<file path="src/rtl/avg8_seq_ctrl_if.sv">
// Sample/result handshake bundle for avg8_seq_ctrl.
// slave = averaging block, master = producer/consumer side.
interface avg8_seq_ctrl_if #(
    parameter int DATAWIDTH = 16
);
    logic [7:0]           Sa;
    logic                 InValid;
    logic                 InReady;
    logic [DATAWIDTH-1:0] InData;
    logic                 OutValid;
    logic                 OutReady;
    logic [DATAWIDTH-1:0] Avg;
    logic                 Busy;

    modport slave (
        input  Sa, InValid, InData, OutReady,
        output InReady, OutValid, Avg, Busy
    );

    modport master (
        output Sa, InValid, InData, OutReady,
        input  InReady, OutValid, Avg, Busy
    );
endinterface

</file>
<file path="src/rtl/avg8_seq_ctrl.sv">
// Resource-shared averager: one adder, one shifter, time-multiplexed by an FSM.
// Optional AVG8_SEQ_CTRL_SATURATE_EN clamps the result instead of truncating.
module avg8_seq_ctrl #(
    parameter int DATAWIDTH = 16,
    parameter int ACCW      = 32,
    parameter int NSAMP     = 8,
    parameter int NSHIFT    = 3
) (
    input logic             Clk,
    input logic             Rst,
    avg8_seq_ctrl_if.slave  bus
);
    localparam int CW = $clog2(NSAMP + 1);
    localparam int SW = $clog2(NSHIFT + 1);
    localparam logic [8:0] ACCW_L = 9'(ACCW);

    typedef enum logic [1:0] {
        IDLE,
        ACCUM,
        SHIFT,
        DONE
    } state_t;

    state_t               state;
    logic [ACCW-1:0]      acc;
    logic [ACCW-1:0]      data_ext;
    logic [ACCW-1:0]      shifted;
    logic [CW-1:0]        cnt;
    logic [SW-1:0]        shcnt;
    logic [7:0]           sa_reg;
    logic [DATAWIDTH-1:0] avg;
    logic [DATAWIDTH-1:0] res;
    logic                 accept;
    logic                 take;

    assign data_ext = ACCW'(bus.InData);
    assign accept   = bus.InValid & bus.InReady;
    assign take     = bus.OutValid & bus.OutReady;

    // Oversized shift amounts flush to zero explicitly.
    assign shifted = ({1'b0, sa_reg} >= ACCW_L) ? '0 : (acc >> sa_reg);

`ifdef AVG8_SEQ_CTRL_SATURATE_EN
    always_comb begin
        res = shifted[DATAWIDTH-1:0];
        if (|shifted[ACCW-1:DATAWIDTH])
            res = '1;
    end
`else
    always_comb begin
        res = shifted[DATAWIDTH-1:0];
    end
`endif

    // Handshake flags are pure state decodes; InReady is masked by reset.
    assign bus.InReady  = ~Rst & ((state == IDLE) | (state == ACCUM));
    assign bus.OutValid = (state == DONE);
    assign bus.Busy     = (state != IDLE);
    assign bus.Avg      = avg;

    always_ff @(posedge Clk) begin
        if (Rst) begin
            state  <= IDLE;
            acc    <= '0;
            cnt    <= '0;
            shcnt  <= '0;
            sa_reg <= '0;
            avg    <= '0;
        end else begin
            unique case (state)
                IDLE: begin
                    if (accept) begin
                        acc    <= data_ext;
                        sa_reg <= bus.Sa;
                        cnt    <= CW'(1);
                        state  <= ACCUM;
                    end
                end
                ACCUM: begin
                    if (accept) begin
                        acc <= acc + data_ext;
                        cnt <= cnt + CW'(1);
                        if (cnt == CW'(NSAMP - 1)) begin
                            shcnt <= '0;
                            state <= SHIFT;
                        end
                    end
                end
                SHIFT: begin
                    acc   <= shifted;
                    shcnt <= shcnt + SW'(1);
                    if (shcnt == SW'(NSHIFT - 1)) begin
                        avg   <= res;
                        state <= DONE;
                    end
                end
                DONE: begin
                    if (take)
                        state <= IDLE;
                end
                default: state <= IDLE;
            endcase
        end
    end
endmodule

</file>
<file path="src/flat_wrapper.sv">
// flat-port wrapper written by rule: the top's interface ports become plain ports
module avg8_seq_ctrl_flat 
#(
    parameter int DATAWIDTH = 16,
    parameter int ACCW      = 32,
    parameter int NSAMP     = 8,
    parameter int NSHIFT    = 3
)
  (Clk, Rst, bus_Sa, bus_InValid, bus_InData, bus_OutReady, bus_InReady, bus_OutValid, bus_Avg, bus_Busy);
  avg8_seq_ctrl_if #(.DATAWIDTH(DATAWIDTH)) bus_i ();
  input logic Clk;
  input logic Rst;
  input wire logic [$bits(bus_i.Sa)-1:0] bus_Sa;
  input wire logic [$bits(bus_i.InValid)-1:0] bus_InValid;
  input wire logic [$bits(bus_i.InData)-1:0] bus_InData;
  input wire logic [$bits(bus_i.OutReady)-1:0] bus_OutReady;
  output wire logic [$bits(bus_i.InReady)-1:0] bus_InReady;
  output wire logic [$bits(bus_i.OutValid)-1:0] bus_OutValid;
  output wire logic [$bits(bus_i.Avg)-1:0] bus_Avg;
  output wire logic [$bits(bus_i.Busy)-1:0] bus_Busy;
  assign bus_i.Sa = bus_Sa;
  assign bus_i.InValid = bus_InValid;
  assign bus_i.InData = bus_InData;
  assign bus_i.OutReady = bus_OutReady;
  assign bus_InReady = bus_i.InReady;
  assign bus_OutValid = bus_i.OutValid;
  assign bus_Avg = bus_i.Avg;
  assign bus_Busy = bus_i.Busy;
  avg8_seq_ctrl #(.DATAWIDTH(DATAWIDTH), .ACCW(ACCW), .NSAMP(NSAMP), .NSHIFT(NSHIFT)) u_core (.Clk(Clk), .Rst(Rst), .bus(bus_i));
endmodule
</file>
<file path="config.mk">
export PLATFORM = sky130hd
export DESIGN_NAME = avg8_seq_ctrl_flat
export DESIGN_NICKNAME = d
export VERILOG_FILES = /design/src/rtl/avg8_seq_ctrl_if.sv /design/src/rtl/avg8_seq_ctrl.sv /design/src/flat_wrapper.sv
export SDC_FILE = /design/constraint.sdc
export NUM_CORES = 1
export LEC_CHECK = 0
export ABC_AREA = 1
export CAP_MARGIN = 0
export CORE_MARGIN = 2
export CORE_UTILIZATION = 45
export DETAILED_ROUTE_END_ITERATION = 7
export HOLD_SLACK_MARGIN = 0.1
export PLACE_DENSITY = 0.78
export SLEW_MARGIN = 20
export SYNTH_ARGS = -nofsm -noshare
export SYNTH_HDL_FRONTEND = slang
export SYNTH_SLANG_ARGS = --single-unit
export TNS_END_PERCENT = 1
</file>
<file path="constraint.sdc">
create_clock -name Clk -period 2.1 [get_ports Clk]
set_input_delay 0.525 -clock Clk [delete_from_list [all_inputs] [get_ports Clk]]
set_output_delay 0.525 -clock Clk [all_outputs]
set_load 0.005 [all_outputs]
</file>
==> results.py <==
metrics = {
    "run_status": {
        "status": "complete, no violations",
    },
    "synthesis": {
        "synth_nets": 1164,
        "seq_area_frac_synth_pct": 20.2,
        "yosysUniqueCellTypes": 39,
        "yosysTopAreaCellShare_pct": 20.5,
        "syn_avg_cell_area_um2": 5.69,
        "yosys.area.top_type": "nand3_1",
        "yosys-top-cells-area": "nand3_1, dfxtp_1, nand2_1, a21oi_1, ha_1",
        "ys_ff_latch": 64,
        "postSynthCellCount": 1113,
        "synthTopCellsByCount": "nand2_1, nand3_1, a21oi_1",
        "yosys.cell_count.top_type": "nand2_1",
        "synth_warnings": 0,
        "async_flop_share_pct": 0,
        "synth_edf_count": 0,
        "synth-main-ff-cell": "dfxtp_1",
        "synthesis.area_um2": 6330,
    },
    "floorplan": {
        "dieArea_um2": 15000,
        "ios": 47,
        "start_util_pct": 45.8,
        "die_y_um": 123,
        "num_rows": 43,
        "core_um2": 13800,
        "die_width_um": 123,
    },
    "timing": {
        "finalCriticalPeriod_ns": 2.06,
        "worst_slack_ns": 0.0357,
        "slew-limit-headroom_pct": 50.9,
        "max_freq_ghz": 0.484,
        "hold_violations": 0,
        "setup_violations": 0,
        "fin_tns_setup_ns": 0,
        "fin_skew_ns": 0.00678,
        "worst_pin_slew_ns": 0.736,
        "grt_setup_unrepaired": "true",
        "drv_slew": 0,
        "period_share_pct": 98.3,
    },
    "final_layout": {
        "drive_gt1_share_pct": 21.4,
        "antenna_cells": 0,
        "nets": 1279,
        "largest_reg_flops": 32,
        "final_core_util_pct": 61.0,
        "areaGrowthSynthToFinish_pct": 33.2,
    },
    "critical_path": {
        "worstSetupEndpointType": "flip-flop",
        "crit_required_ns": 2.36,
        "startpoint_type": "flip-flop",
        "worstSetupPathType": "flip-flop to flip-flop",
        "crit_fanout": 5,
        "arrival_ns": 2.33,
    },
    "pwr": {
        "total_power_mw": 9.23,
        "seq_power_share_pct": 17.4,
        "powerDensity_nw_per_um2": 1090,
        "max-vdd-ir-drop_mv": 1.59,
        "pwr-share-clk_pct": 16.8,
        "p_switching_mw": 4.48,
        "comb_power_share_pct": 65.7,
        "p_int_mw": 4.75,
        "cellLeakagePower_nw": 3.73,
        "swShare_pct": 48.5,
    },
    "clocking": {
        "htree_levels": 3,
        "cts_made_buffers": 9,
        "clockBufferDepth": 2,
        "clk_pin_slew_ns": 0.06,
        "clock_latency_ns": 0.35,
        "cts_sinks": 64,
        "cts_root_buffer": "clkbuf_16",
        "tritoncts": "done",
    },
    "placed_design": {
        "place_hpwl_um": 16900,
        "preCtsSetupSlack_ns": -0.679,
        "portBuffers": 46,
        "gp_congestion": 1.01,
    },
    "detailed_routing": {
        "drtPass1Iterations": 8,
        "drtAntennaViolNets": 0,
        "drtIter0Drc": 912,
        "drcViolationCount": 0,
        "wire_per_inst_um": 16.6,
        "drt-vias-per-instance": 5.86,
        "finalWirelength_um": 23400,
        "vias": 8277,
    },
    "grt": {
        "grt_pass1_wl_um": 35600,
        "globalRouteOverflowTotal": 0,
        "antenna_found_initial": 0,
        "gr-usage-all-layers_pct": 30.5,
        "grt_max_degree": 40,
        "grt_pass1_vias": 7496,
    },
    "job": {
        "drv_cap": 0,
    },
    "worst_hold_path": {
        "hp-class": "flip-flop to flip-flop",
    },
}
## final timing paths
| kind | from | slack, ns | depth (start not counted) | end |
|---|---|---|---|---|
| worst max-delay path | u_core.sa_reg[7]$_SDFFE_PP0P_ | 0.04 | 12 | u_core.acc[8]$_SDFFE_PP0P_ |
| worst min-delay path | u_core.acc[19]$_SDFFE_PP0P_ | 0.49 | 2 | u_core.acc[19]$_SDFFE_PP0P_ |
| worst max register to register | u_core.sa_reg[7]$_SDFFE_PP0P_ | 0.04 | 12 | u_core.acc[8]$_SDFFE_PP0P_ |
| worst min register to register | u_core.acc[19]$_SDFFE_PP0P_ | 0.49 | 2 | u_core.acc[19]$_SDFFE_PP0P_ |
## layout by cell type (no fill, tap or decap), types with 3 or more instances in the layout
cell type        count
o21ai_0             44
nand3b_1             9
dfxtp_1             56
clkdlybuf4s50_1     28
a21oi_2             10
a21oi_1             81
a21oi_4              3
buf_12               5
ha_4                16
dlygate4sd2_1       14
o21a_1               5
inv_2               10
nand4_1             18
nand3_2             17
or2_2                4
nand3_1            252
nand2_2             26
o21ai_1              7
nor2_1              63
nor2_4               4
dfxtp_2              7
inv_1               68
buf_4              117
clkbuf_16            9
ha_1                 5
nor2_2              10
nor3_1               7
nand2_1            297
## what timing repair did
| action | CTS | global route |
|---|---|---|
| resized for setup | 57 | 72 |
| pin swaps | 7 | 24 |
| gates cloned | 0 | 2 |
| setup endpoints to repair | 29 | 35 |
| hold buffers | 0 | 0 |
| buffers inserted | 2 | 3 |
## power groups by stage
stage / combinational, mW / clock [mW] / sequential (mW)
after global placement: 5.30 / 0 / 1.53
after global routing: 6.60 / 1.61 / 1.62
after floorplan: 3.53 / 0 / 1.52
after CTS: 5.63 / 1.56 / 1.57
final: 6.07 / 1.55 / 1.61
after detailed placement: 5.39 / 0 / 1.54
## metrics by stage
| stage | hold slack [ns] | instances | instance area [um2] |
|---|---|---|---|
| 6_report | 0.492 | 1413 | 8440 |
| 5_1_grt | 0.522 | 1413 | 8440 |
| 3_3_place_gp | 0.471 | 1390 | 7630 |
| 4_1_cts | 0.495 | 1408 | 8180 |
| 2_1_floorplan | 0.461 | 1113 | 6340 |
| 3_5_place_dp | 0.488 | 1390 | 7630 |
## logic make-up (layout without fill, tap and decap cells)
logic type,count (synthesis),in the layout,synth area share [%]
fa+ha+maj,23,23,4.66
compound gates,159,159,13.3
buf+inv,148,266,10.2
flops,64,64,20.2
simple gates,717,719,51.3
xor+xnor,2,2,0.277
## layer usage
metal  up-vias  wire length, um  part of all wire, %  GRT usage (%)
met1      3755             9080                   39           35.6
met4         0             1650                  7.1           20.8
li1       3971                -                    -              -
met5         -                0                    0              0
met3       109             1970                  8.4           6.41
met2       442            10700                   46           49.8
## final cells by class
type | instances | area [um2]
Tap cell | 180 | 225
Timing Repair Buffer | 169 | 1430
Fill cell | 1231 | 5390
Clock inverter | 6 | 67.6
Sequential cell | 64 | 1290
Multi-Input combinational cell | 903 | 4870
Clock buffer | 10 | 239
Inverter | 81 | 309
## worst max-delay path, cell delays in order (launching register included)
cell     delay [ns]
dfxtp_2        0.40
nor2_8         0.19
buf_4          0.17
nand3_1        0.12
nand3_1        0.17
nand3_1        0.12
nand2_1        0.11
nand2_1        0.06
nand2_1        0.08
nand4_1        0.17
nand2_1        0.12
nand2_1        0.08
a21oi_1        0.18
(Power assumes the default switching activity.)
